[src/rtl/i2s_sample_sched.sv]
// Stereo sample scheduler: buffers producer pairs in a FIFO and releases one pair per frame period.
// Optional macro I2S_SCHED_UNDERRUN_MUTE_EN: underrun strobes output zeros instead of repeating the last pair.
module i2s_sample_sched #(
    parameter int DATA_BITS  = 24,
    parameter int FIFO_DEPTH = 8,
    parameter int FRAME_DIV  = 256
) (
    input  logic                                AMCLK_i,
    input  logic                                reset,
    input  logic                                enable_i,
    input  logic                                downsample_2x,
    input  logic signed [DATA_BITS-1:0]         src_left_i,
    input  logic signed [DATA_BITS-1:0]         src_right_i,
    input  logic                                src_valid_i,
    output logic                                src_ready_o,
    output logic signed [DATA_BITS-1:0]         out_left_o,
    output logic signed [DATA_BITS-1:0]         out_right_o,
    output logic                                out_valid_o,
    output logic [$clog2(FIFO_DEPTH):0]         fill_o,
    output logic                                underrun_o,
    output logic                                overflow_o,
    input  logic                                clear_flags_i
);
    localparam int PTR_W = $clog2(FIFO_DEPTH);
    localparam int CNT_W = $clog2(FRAME_DIV) + 1;
`ifdef I2S_SCHED_UNDERRUN_MUTE_EN
    localparam bit MUTE_ON = 1'b1;
`else
    localparam bit MUTE_ON = 1'b0;
`endif

    typedef enum logic [1:0] {IDLE, PRIME, RUN} state_t;

    state_t                      state_q, state_d;
    logic [PTR_W-1:0]            wr_ptr_q, wr_ptr_d, rd_ptr_q, rd_ptr_d;
    logic [PTR_W:0]              fill_q, fill_d;
    logic [CNT_W-1:0]            cnt_q, cnt_d;
    logic                        p2x_q, p2x_d;
    logic                        out_valid_q, out_valid_d;
    logic signed [DATA_BITS-1:0] out_l_q, out_l_d, out_r_q, out_r_d;
    logic                        underrun_q, underrun_d, overflow_q, overflow_d;
    logic signed [DATA_BITS-1:0] mem_l_q [FIFO_DEPTH];
    logic signed [DATA_BITS-1:0] mem_r_q [FIFO_DEPTH];
    logic                        full, empty, frame_end, pop, push, ovf_evt, unr_evt;

    function automatic logic [CNT_W-1:0] last_count(input logic dbl);
        return dbl ? CNT_W'(2 * FRAME_DIV - 1) : CNT_W'(FRAME_DIV - 1);
    endfunction

    always_comb begin
        full      = (fill_q == (PTR_W+1)'(FIFO_DEPTH));
        empty     = (fill_q == '0);
        frame_end = (state_q == RUN) && enable_i && (cnt_q == last_count(p2x_q));
        pop       = frame_end && !empty;
        unr_evt   = frame_end && empty;
        // A pop on the same edge frees the slot, so a full FIFO still accepts the push.
        push      = enable_i && (state_q != IDLE) && src_valid_i && (!full || pop);
        ovf_evt   = enable_i && (state_q != IDLE) && src_valid_i && full && !pop;

        state_d     = state_q;
        wr_ptr_d    = wr_ptr_q;
        rd_ptr_d    = rd_ptr_q;
        cnt_d       = cnt_q;
        p2x_d       = p2x_q;
        out_valid_d = frame_end;
        out_l_d     = out_l_q;
        out_r_d     = out_r_q;

        case (state_q)
            IDLE: begin
                if (enable_i) state_d = PRIME;
            end
            PRIME: begin
                if (fill_q >= (PTR_W+1)'(FIFO_DEPTH / 2)) begin
                    state_d = RUN;
                    cnt_d   = '0;
                    p2x_d   = downsample_2x;
                end
            end
            RUN: begin
                // The period length is latched only at a wrap so a frame never changes length mid-way.
                if (frame_end) begin
                    cnt_d = '0;
                    p2x_d = downsample_2x;
                end else begin
                    cnt_d = cnt_q + CNT_W'(1);
                end
            end
            default: state_d = IDLE;
        endcase

        if (push) wr_ptr_d = wr_ptr_q + PTR_W'(1);
        if (pop) begin
            rd_ptr_d = rd_ptr_q + PTR_W'(1);
            out_l_d  = mem_l_q[rd_ptr_q];
            out_r_d  = mem_r_q[rd_ptr_q];
        end
        if (unr_evt && MUTE_ON) begin
            out_l_d = '0;
            out_r_d = '0;
        end
        fill_d = fill_q + (PTR_W+1)'(push) - (PTR_W+1)'(pop);

        underrun_d = unr_evt || (underrun_q && !clear_flags_i);
        overflow_d = ovf_evt || (overflow_q && !clear_flags_i);

        if (!enable_i) begin
            state_d  = IDLE;
            wr_ptr_d = '0;
            rd_ptr_d = '0;
            fill_d   = '0;
            cnt_d    = '0;
        end
    end

    always_ff @(posedge AMCLK_i) begin
        if (reset) begin
            state_q     <= IDLE;
            wr_ptr_q    <= '0;
            rd_ptr_q    <= '0;
            fill_q      <= '0;
            cnt_q       <= '0;
            p2x_q       <= 1'b0;
            out_valid_q <= 1'b0;
            out_l_q     <= '0;
            out_r_q     <= '0;
            underrun_q  <= 1'b0;
            overflow_q  <= 1'b0;
        end else begin
            state_q     <= state_d;
            wr_ptr_q    <= wr_ptr_d;
            rd_ptr_q    <= rd_ptr_d;
            fill_q      <= fill_d;
            cnt_q       <= cnt_d;
            p2x_q       <= p2x_d;
            out_valid_q <= out_valid_d;
            out_l_q     <= out_l_d;
            out_r_q     <= out_r_d;
            underrun_q  <= underrun_d;
            overflow_q  <= overflow_d;
        end
    end

    always_ff @(posedge AMCLK_i) begin
        if (push && !reset) begin
            mem_l_q[wr_ptr_q] <= src_left_i;
            mem_r_q[wr_ptr_q] <= src_right_i;
        end
    end

    assign src_ready_o = (state_q != IDLE) && !full;
    assign out_left_o  = out_l_q;
    assign out_right_o = out_r_q;
    assign out_valid_o = out_valid_q;
    assign fill_o      = fill_q;
    assign underrun_o  = underrun_q;
    assign overflow_o  = overflow_q;
endmodule

[config.mk]
export PLATFORM = sky130hd
export DESIGN_NAME = i2s_sample_sched
export DESIGN_NICKNAME = d
export VERILOG_FILES = /design/src/rtl/i2s_sample_sched.sv
export SDC_FILE = /design/constraint.sdc
export NUM_CORES = 1
export LEC_CHECK = 0
export CORE_UTILIZATION = 50
export DETAILED_ROUTE_END_ITERATION = 8
export GPL_TIMING_DRIVEN = 1
export PLACE_DENSITY = 0.72
export SETUP_SLACK_MARGIN = 0.15
export SYNTH_ARGS = -nofsm -noshare
export SYNTH_HDL_FRONTEND = slang
export SYNTH_SLANG_ARGS = --single-unit
[constraint.sdc]
create_clock -name AMCLK_i -period 13.05 [get_ports AMCLK_i]
set_clock_uncertainty 0.15 [all_clocks]
set_input_delay 2.61 -clock AMCLK_i [delete_from_list [all_inputs] [get_ports AMCLK_i]]
set_output_delay 2.61 -clock AMCLK_i [all_outputs]
set_load 0.005 [all_outputs]
# Yosys cells after proc, flatten, opt, wreduce, memory -nomap -nowiden
# Memory sizes are Yosys's and may differ from the RTL's. A register that Yosys moved wholly into a read port is not among the register bits.
# Cells that the tools add are included.
# totals
register_bits,25
ramBits,384
in_bits,54
out_inout_bits,56
word_cells,65
n_memories,2
# classes
n_addsub,5
magnitude_cmp,1
eq_ne,6
muxes,11
n_bitwise,2
n_reduce_logical,29
# mem_list
name,words,width,rd,rd_clocked_by_memory_dff,wr,line_no,rtl
mem_l_q,8,24,1,1,1,42,logic signed [DATA_BITS-1:0] mem_l_q [FIFO_DEPTH];
mem_r_q,8,24,1,1,1,43,logic signed [DATA_BITS-1:0] mem_r_q [FIFO_DEPTH];
# op_table
op,n
two-way mux 9 bit,3
one-hot mux 9 bit (2 select lines),1
logical AND 1 bit,13
adder 9 x 1 -> 9 bit (second input constant),1
== test 9 bit,1
adder 3 x 1 -> 3 bit (second input constant),2
one-hot mux 2 bit (3 select lines),1
zero test 1 bit,5
adder 4 x 1 -> 4 bit,1
== test 4 bit (second input constant),1
greater-or-equal comparator 4 x 3 -> 1 bit (second input constant),1
zero test 4 bit,1
two-way mux 1 bit,4
!= test 2 bit (second input constant),2
AND reduction 2 bit,2
nonzero test 2 bit,2
subtractor 4 x 1 -> 4 bit,1
logical OR 1 bit,3
AND reduction 3 bit,1
== test 2 x 1 -> 1 bit (second input constant),1
== test 2 bit (second input constant),1
zero test 2 bit,1
two-way mux 2 bit,1
inverter 1 bit,2
2 further kinds,2

# Depth between registers and ports, before layout
# Gate-level depths: netlist of the first run.
# logic_depth
word_depth,9
depth_mapped,12
depth_no_buf,10

# Worst setup path after synthesis of the first run
# OpenSTA, ideal clock, no wires.
# synth_path
path_type,input-to-reg
start,in enable_i
end,"mem mem_l_q[2][0], enable pin"
setup_time_ps,513
t_arrival_ps,6695
required_ps,12387
slack_ps,5692
path_stages,5
n_path_buf,1
cell_sequence,and4b_4 and4_4 buf_6 a31oi_4 nor3_1
# synth_via
elab_chain_len,8
elab_cells_between_ends,10
classes_between,mux: 2; reduce/logical: 8
# synth_rtl
element,line_no,rtl
start: declaration,10,"input logic enable_i,"
logical AND 1 bit (2 in series),53,frame_end = (state_q == RUN) && enable_i && (cnt_q == last_count(p2x_q));
logical AND 1 bit,54,pop = frame_end && !empty;
logical OR 1 bit,57,push = enable_i && (state_q != IDLE) && src_valid_i && (!full || pop);
logical AND 1 bit *,57,
logical AND 1 bit *,145,if (push && !reset) begin
two-way mux 1 bit *,145,
two-way mux 1 bit (not written as such) *,146,mem_l_q[wr_ptr_q] <= src_left_i;
end: declaration,42,
# Mark *: on every way between the ends. The rest lies on a longest branch, timed or not.

# Final worst setup path of the first run
# layout_path
start,in enable_i
end,"mem mem_r_q[4][11], enable pin"
# layout_via
elab_chain_len,8
elab_cells_between_ends,10
classes_between,mux: 2; reduce/logical: 8
# layout_rtl
element,line_no,rtl
logical AND 1 bit (2 in series),53,
logical AND 1 bit,54,
logical OR 1 bit,57,
logical AND 1 bit *,57,
logical AND 1 bit *,145,
two-way mux 1 bit *,145,
two-way mux 1 bit (not written as such) *,147,mem_r_q[wr_ptr_q] <= src_right_i;
end: declaration,43,
# Marked as above.

==> results.json, run 1 <==
{
  "outcome": "finished clean",
  "post_cts_buffers": 0,
  "synth_area_leaders": "edfxtp_1, mux4_2, dfxtp_1",
  "hold_violations": 0,
  "crit_path_end_kind": "register",
  "initial_core_util_pct": 51.3,
  "yosys_warnings": 0,
  "avgRoutedWirePerCell_um": 22.5,
  "routed_wl_um": 33600,
  "dp_slack_ps": 7300,
  "muxShareOfSynthArea_pct": 15.4,
  "multiInputGateArea_mm2": 0.00413,
  "ff_latch_area_mm2": 0.0130,
  "grt_setup_unrepaired": "no",
  "clock_latency_ps": 550,
  "place_congestion": 0.746,
  "placeableCoreArea_mm2": 0.0339,
  "syn_to_final_growth_pct": 17.5,
  "row_count": 67,
  "first_pass_iters": 5,
  "min_path_type": "register to register",
  "power_density_mw_per_mm2": 141,
  "synth-seq-area-share_pct": 74.7,
  "synthesis.area_mm2": 0.0174,
  "cts_resized": 0,
  "max_cap_viol_count": 0,
  "grt_pass1_wl_um": 52500,
  "finish.utilization_pct": 60.3,
  "drive_gt1_share_pct": 19.5,
  "cts-hold-fix-buffers": 0,
  "synth_xor_area_share_pct": 0.403,
  "ios": 110,
  "synth_ff_type": "edfxtp_1",
  "clock-sinks": 457,
  "cp_data_required_time_ps": 13070,
  "cts.clk_slew.worst_paths_ps": 70,
  "grt_max_degree": 64,
  "fp.dieW_um": 188,
  "drtIter0Drc": 708,
  "maxSlewViolCount": 0,
  "syn_inst": 889,
  "synth_simple_gate_area_share_pct": 2.27,
  "slew_headroom_pct": 28.9,
  "yosysUniqueCellTypes": 49,
  "synth_top_family_by_area": "multiplexers",
  "syn-num-nets": 952,
  "fp.dieH_um": 188,
  "p_leak_uw": 0.00614,
  "synthAdderAreaFrac_pct": 0.691,
  "ys_async_sr_fraction_pct": 0,
  "fin_tns_setup_ps": 0,
  "nNetsFinal": 1074,
  "via_count": 8651,
  "placed_area_mm2": 0.0190,
  "via_per_inst": 5.78,
  "hpwl_um": 19600,
  "tritoncts": "done",
  "antenna_left": 0,
  "critPathKind": "primary input to register",
  "startpoint_type": "primary input",
  "dieArea_mm2": 0.0355,
  "grt_pass1_vias": 8862,
  "synth_top_cell_by_area": "edfxtp_1",
  "arrival_ps": 5210,
  "synth_compound_gate_area_share_pct": 4.76,
  "synth.avg_cell_area_um2": 19.6,
  "yosys.area.top_type_share_pct": 66.3,
  "timing.fmax_ghz": 0.193,
  "finalCritPeriodShare_pct": 39.8,
  "vdd_drop_max_uv": 106,
  "drc": 0,
  "io_buffers": 109,
  "antenna_found_initial": 0,
  "fill_cells": 2432,
  "cts_root_buf": "clkbuf_16",
  "setup_slack_ps": 7860,
  "synth-edff-count": 384,
  "max_slew.worst_pin.slew_ps": 1070,
  "numCtsBuffers": 46,
  "synth_seq_cells": 457,
  "crit_fanout": 55,
  "grt-ovfl-total": 0,
  "cts.path.max_buffers": 3,
  "min_period_ps": 5190,
  "htreeDepth": 2,
  "antenna_cells": 0,
  "track_usage_pct": 19.6,
  "stdcell_area_mm2": 0.0204,
  "finalSetupViolations": 0
}
==> final timing paths <==
path | slack (ps) | cells after the start | start | to
setup / recovery | 7860 | 6 | enable_i | mem_r_q[4][11]
hold / removal | 310 | 1 | cnt_q[7] | cnt_q[7]
setup reg to reg | 9710 | 7 | fill_o[2] | mem_r_q[4][11]
hold reg to reg | 310 | 1 | cnt_q[7] | cnt_q[7]
==> power by group <==
part	switching [µW]	internal (µW)	total, µW
logic	28.0	18.2	46.2
registers	0.817	1580	1580
clock network	530	725	1250
total	558	2320	2880
==> synthesized netlist by cell type, types with 9 or more instances <==
cell type  number
o21ai_0         9
nor2_1         23
dfxtp_1        73
nor3_1          9
clkbuf_1       26
edfxtp_1      384
mux4_2         96
mux2i_1        51
a211oi_1       48
nand2_1        13
buf_2          17
a21oi_1        53
==> critical path, cell delays in order <==
cell	delay (ps)
clkdlybuf4s50_1	530
and4b_4	260
and4_4	690
a31oi_4	330
nor3_2	270
buf_4	460
==> state kept, by name (all words and copies together) (netlist names) <==
name / cells
underrun_o: 1
out_valid_o: 1
mem_l_q: 192
rd_ptr_q: 3
out_left_o: 24
out_right_o: 24
overflow_o: 1
mem_r_q: 192
state_q: 2
cnt_q: 9
wr_ptr_q: 3
p2x_q: 1
fill_o: 4
==> through the flow <==
step           power (µW)  instances  hold WS [ps]
3_5_place_dp         1660       1411           294
5_1_grt              2970       1496           331
2_1_floorplan        1620        889           275
4_1_cts              2900       1496           305
3_3_place_gp         1660       1411           296
6_report             2880       1496           307
==> placed cells by master (no fill, tap or decap), types with 4 or more instances in the layout <==
cell / instances
nor2b_1: 4
ha_1: 8
xor2_1: 6
dfxtp_1: 70
a21oi_1: 53
edfxtp_1: 384
clkdlybuf4s50_1: 108
clkinv_2: 5
nand2_1: 13
inv_1: 8
clkinv_1: 7
o2111ai_1: 4
clkbuf_1: 13
clkinvlp_4: 5
mux2i_1: 51
nor3_2: 8
clkbuf_16: 46
buf_4: 22
mux4_2: 96
a211oi_1: 48
nor2_1: 23
nand3_1: 5
o21ai_0: 9
==> area by class of cell <==
cell class | count | share of cell area [%]
Clock inverter | 24 | 1.08
Clock buffer | 61 | 6.01
Timing Repair Buffer | 131 | 6.13
Multi-Input combinational cell | 367 | 20.2
Tap cell | 448 | 2.74
Sequential cell | 457 | 63.7
Inverter | 8 | 0.147
==> per-layer routing <==
metal	track usage (%)	wire (µm)	up-vias
met1	28.9	15200	4462
met5	0	0	-
met2	30.8	16100	262
li1	-	-	3881
met3	2.89	1830	46
met4	4.84	532	0
==> cell families (layout without fill, tap and decap cells) <==
| logic type | count (synthesis) | in the layout |
|---|---|---|
| mux | 147 | 147 |
| compound gates | 128 | 128 |
| xor+xnor | 8 | 8 |
| flops | 457 | 457 |
| fa+ha+maj | 9 | 9 |
| buf+inv | 65 | 224 |
| simple gates | 75 | 75 |
(Power assumes the default switching activity.)
==> run 2: changes to the inputs <==
clock period = 4.78 ns   (was 13.05 ns; I/O delays follow)
==> run 2 against run 1 <==
Critical path type unchanged. Power grew to 2.7 times the previous value. Cell count is 0.33% higher. Register-to-register slack worse by 8100 ps. Sequential share of layout area is 0.22 points lower. Sequential power grew to 2.7 times the previous value. Highest routed layer unchanged.
==> results.json, run 2 (synthesis results as in run 1) <==
{
  "row_count": 67,
  "startpoint_type": "primary input",
  "nNetsFinal": 1077,
  "drtIter0Drc": 618,
  "track_usage_pct": 19.4,
  "hpwl_um": 19900,
  "timing.fmax_ghz": 0.298,
  "min_path_type": "register to register",
  "power_density_mw_per_mm2": 385,
  "cts.clk_slew.worst_paths_ps": 60,
  "antenna_left": 0,
  "cts_resized": 0,
  "grt_pass1_wl_um": 52400,
  "antenna_found_initial": 1,
  "drive_gt1_share_pct": 19.8,
  "cts.path.max_buffers": 3,
  "via_per_inst": 5.78,
  "critPathKind": "primary input to register",
  "tritoncts": "done",
  "min_period_ps": 3350,
  "numCtsBuffers": 46,
  "first_pass_iters": 5,
  "initial_core_util_pct": 51.3,
  "vdd_drop_max_uv": 334,
  "cp_data_required_time_ps": 4800,
  "drc": 0,
  "dp_slack_ps": 862,
  "finalSetupViolations": 0,
  "routed_wl_um": 33600,
  "crit_path_cell_trace": "clkdlybuf4s50_1 -> and4b_4 -> and4_4 -> a31oi_4 -> nor3_2 -> buf_4",
  "p_leak_uw": 0.00619,
  "via_count": 8675,
  "io_buffers": 109,
  "max_slew.worst_pin.slew_ps": 1040,
  "grt_setup_unrepaired": "no",
  "clock_latency_ps": 550,
  "cts-hold-fix-buffers": 0,
  "hold_violations": 0,
  "dieArea_mm2": 0.0355,
  "grt-ovfl-total": 0,
  "layout_top_registers": "mem_l_q x192, mem_r_q x192",
  "fp.dieW_um": 188,
  "finalCritPeriodShare_pct": 70.1,
  "fp.dieH_um": 188,
  "clock-sinks": 457,
  "syn_to_final_growth_pct": 17.9,
  "power_uw": 7900,
  "grt_max_degree": 63,
  "cts_root_buf": "clkbuf_16",
  "maxSlewViolCount": 0,
  "max_cap_viol_count": 0,
  "setup_slack_ps": 1430,
  "crit_fanout": 40,
  "htreeDepth": 2,
  "avgRoutedWirePerCell_um": 22.4,
  "ios": 110,
  "fin_tns_setup_ps": 0,
  "place_congestion": 0.775,
  "crit_path_end_kind": "register",
  "slew_headroom_pct": 30.9,
  "arrival_ps": 3370,
  "final_cell_mix": "edfxtp_1, clkdlybuf4s50_1, mux4_2, dfxtp_1, a21oi_1",
  "post_cts_buffers": 0,
  "placeableCoreArea_mm2": 0.0339,
  "grt_pass1_vias": 8969,
  "cpMaxStageDelayCell": "buf_4",
  "outcome": "finished clean",
  "cp_slowest_stage_delay_ps": 560,
  "mostFrequentLayoutCell": "edfxtp_1"
}
==> run 2: cell types whose count changed in the layout (fill, tap and decap cells not counted), sizes merged <==
cell and delta:
clkinvlp -4, clkinv +8, diode +1, buf +3, bufinv +1, clkbuf -4
==> run 2: path summary, 6_finish.rpt <==
| path | depth (start not counted) | end | startpoint | slack, ps |
|---|---|---|---|---|
| max reg2reg | 6 | mem_l_q[0][4] | cnt_q[0] | 1630 |
| min reg2reg | 2 | overflow_o | overflow_o | 300 |
| max | 6 | mem_l_q[0][4] | enable_i | 1430 |
| min | 2 | overflow_o | overflow_o | 300 |
==> run 2: critical path: cells and delay by family <==
family                 cells  cell delay, ps
and+or+nand+nor            3            1000
AOI/OAI and AO/OA          1             270
buffers and inverters      2            1110
==> run 2: routing by layer <==
metal  vias to the layer above  share of wire, %  track usage [%]
met5                         -                 0                0
met4                         0               1.7             4.93
met3                        49               5.5             3.18
met2                       236                49             31.9
met1                      4506                44             27.1
li1                       3884                 -                -
==> run 2: metrics by stage <==
stage	cell area, µm²	hold slack [ps]	utilization [%]	cells
global route	20500	337	60.5	1500
finish	20500	302	60.5	1501
floorplan	17400	275	-	889
global placement	19000	294	56.2	1414
CTS	20500	308	60.5	1500
detailed placement	19000	294	56.2	1414
==> run 2: power by group <==
part           switching (µW)  internal, µW  total, µW  leakage [µW]
Sequential               2.40          4320       4320       0.00404
Combinational            75.8          49.6        125       0.00143
Clock                    1430          2020       3450      0.000721
Total                    1510          6390       7900       0.00619
==> run 2: final cells by class <==
type	instances	area, µm²
antenna	1	2.50
clock buffer	57	1210
clock inverter	29	256
fill	2442	13400
inverter	8	30.0
multi-input combinational	367	4130
sequential	457	13000
tap	448	561
timing repair buffer	134	1300
==> run 3: changes to the inputs <==
PLACE_DENSITY = 0.75   (was 0.72)
clock period = 2.95 ns   (was 4.78 ns; I/O delays follow)
==> run 3 against run 2 <==
Cell area increased by 1.5%. First-iteration DRC count grew 21%. Highest routed layer unchanged. Power is 61% higher. Count of clock-buffer cells in the layout increased by 7. Sequential share of layout area shrank 0.92 points. Sequential cell count stayed put.
==> results.json, run 3 (synthesis results as in run 1) <==
{
  "outcome": "finished clean",
  "first_pass_iters": 4,
  "crit_fanout": 48,
  "grt_setup_unrepaired": "no",
  "min_period_ps": 2620,
  "cts-hold-fix-buffers": 0,
  "grt_pass1_vias": 9147,
  "worstHoldStart": "reset",
  "crit_buf_inv": 2,
  "fp.dieH_um": 188,
  "maxSlewViolCount": 0,
  "rr_startpoint": "fill_o[2]",
  "antenna_left": 0,
  "setup_slack_ps": 334,
  "place_congestion": 0.778,
  "cpMaxStageDelayCell": "a31oi_4",
  "via_per_inst": 5.91,
  "tritoncts": "done",
  "startpoint_type": "register",
  "cts.clk_slew.worst_paths_ps": 60,
  "power_density_mw_per_mm2": 613,
  "cp_data_required_time_ps": 3060,
  "routed_wl_um": 35500,
  "max_cap_viol_count": 0,
  "initial_core_util_pct": 51.3,
  "avgRoutedWirePerCell_um": 23.5,
  "fill_cells": 2362,
  "grt_max_degree": 49,
  "drive_gt1_share_pct": 20.4,
  "finalCritPeriodShare_pct": 88.7,
  "io_buffers": 109,
  "arrival_ps": 2720,
  "cts.path.max_buffers": 3,
  "cpLargestDelayFamily": "compound AO/OA/AOI/OAI gates",
  "row_count": 67,
  "crit_path_cell_trace": "inv_1 -> ha_1 -> or3b_2 -> a31oi_4 -> nor3_4 -> buf_12",
  "drtIter0Drc": 748,
  "dieArea_mm2": 0.0355,
  "p_leak_uw": 0.00632,
  "grt_pass1_wl_um": 55200,
  "nNetsFinal": 1089,
  "antenna_cells": 0,
  "htreeDepth": 2,
  "mostFrequentLayoutCell": "edfxtp_1",
  "slew_headroom_pct": 49.5,
  "placeableCoreArea_mm2": 0.0339,
  "cp_slowest_stage_delay_ps": 630,
  "drc": 0,
  "antenna_found_initial": 0,
  "track_usage_pct": 20.6,
  "via_count": 8922,
  "crit_path_end_kind": "register",
  "grt-ovfl-total": 0,
  "hpwl_um": 20800,
  "layout_top_registers": "mem_l_q x192, mem_r_q x192",
  "syn_to_final_growth_pct": 19.6,
  "hold_violations": 0,
  "cts_root_buf": "clkbuf_16",
  "setup.worst_path.start": "fill_o[2]",
  "fp.dieW_um": 188,
  "min_path_type": "primary input to register",
  "clock-sinks": 457,
  "ios": 110,
  "dp_slack_ps": -44.6,
  "timing.fmax_ghz": 0.382,
  "critPathKind": "register to register",
  "final_cell_mix": "edfxtp_1, clkdlybuf4s50_1, mux4_2, dfxtp_1, a21oi_1",
  "fin_tns_setup_ps": 0,
  "numCtsBuffers": 44,
  "max_slew.worst_pin.slew_ps": 758,
  "finalSetupViolations": 0,
  "clock_latency_ps": 550,
  "vdd_drop_max_uv": 487
}
-- run 3: cell types whose count changed in the layout (fill, tap and decap cells not counted), moves of 2 or more --
cell and delta:
nor3_4 +8, clkinv_2 -6, buf_4 -2, buf_12 +16
nor3_2 -8, clkbuf_1 +8, clkinv_1 -5
-- run 3: cell type report --
class	count	area, µm²	share of cell area, %
inverters	8	30.0	0.144
multi-input cells	367	4180	20.1
flip-flops and latches	457	13000	62.5
well taps	448	561	2.70
repair buffers	148	1600	7.71
clock buffers	64	1220	5.85
clock inverters	18	199	0.957
-- run 3: where the power goes --
| part | switching (µW) | internal (µW) | total, µW |
|---|---|---|---|
| clock | 2310 | 3230 | 5540 |
| sequential | 4.42 | 6990 | 7000 |
| combinational | 133 | 85.7 | 219 |
-- run 3: worst paths after layout --
path / end / slack (ps) / cells past startpoint
worst max-delay path: mem_l_q[3][11] / 330 / 6
worst min-delay path: p2x_q / 190 / 2
worst max register to register: mem_l_q[3][11] / 330 / 6
worst min register to register: cnt_q[7] / 310 / 1
-- run 3: per-layer routing --
layer | wire (µm) | vias to the layer above | track usage (%)
met2 | 17700 | 324 | 33.8
met4 | 600 | 0 | 5.49
li1 | - | 3910 | -
met3 | 2100 | 46 | 2.91
met5 | 0 | - | 0
met1 | 15100 | 4642 | 29.0
-- run 3: through the flow --
| step | power, µW | hold slack, ps | cells | util [%] | instance area (µm²) |
|---|---|---|---|---|---|
| detailed placement | 7350 | 296 | 1428 | 57.2 | 19400 |
| global route | 13100 | 195 | 1510 | 61.4 | 20800 |
| CTS | 12800 | 165 | 1510 | 61.4 | 20800 |
| floorplan | 7180 | 275 | 889 | - | 17500 |
| finish | 12800 | 195 | 1510 | 61.4 | 20800 |
| global placement | 7350 | 294 | 1428 | 57.2 | 19400 |
-- run 3: worst register-to-register path: stages, from the launching register on --
cell,delay [ps]
dfxtp_1,310
inv_1,100
ha_1,240
or3b_2,550
a31oi_4,630
nor3_4,80
buf_12,230
-- run 3: what timing repair did --
action | 4_1_cts | 5_1_grt
resized for setup | 1 | 0
setup endpoints to repair | 1 | 0
setup buffers | 0 | 0
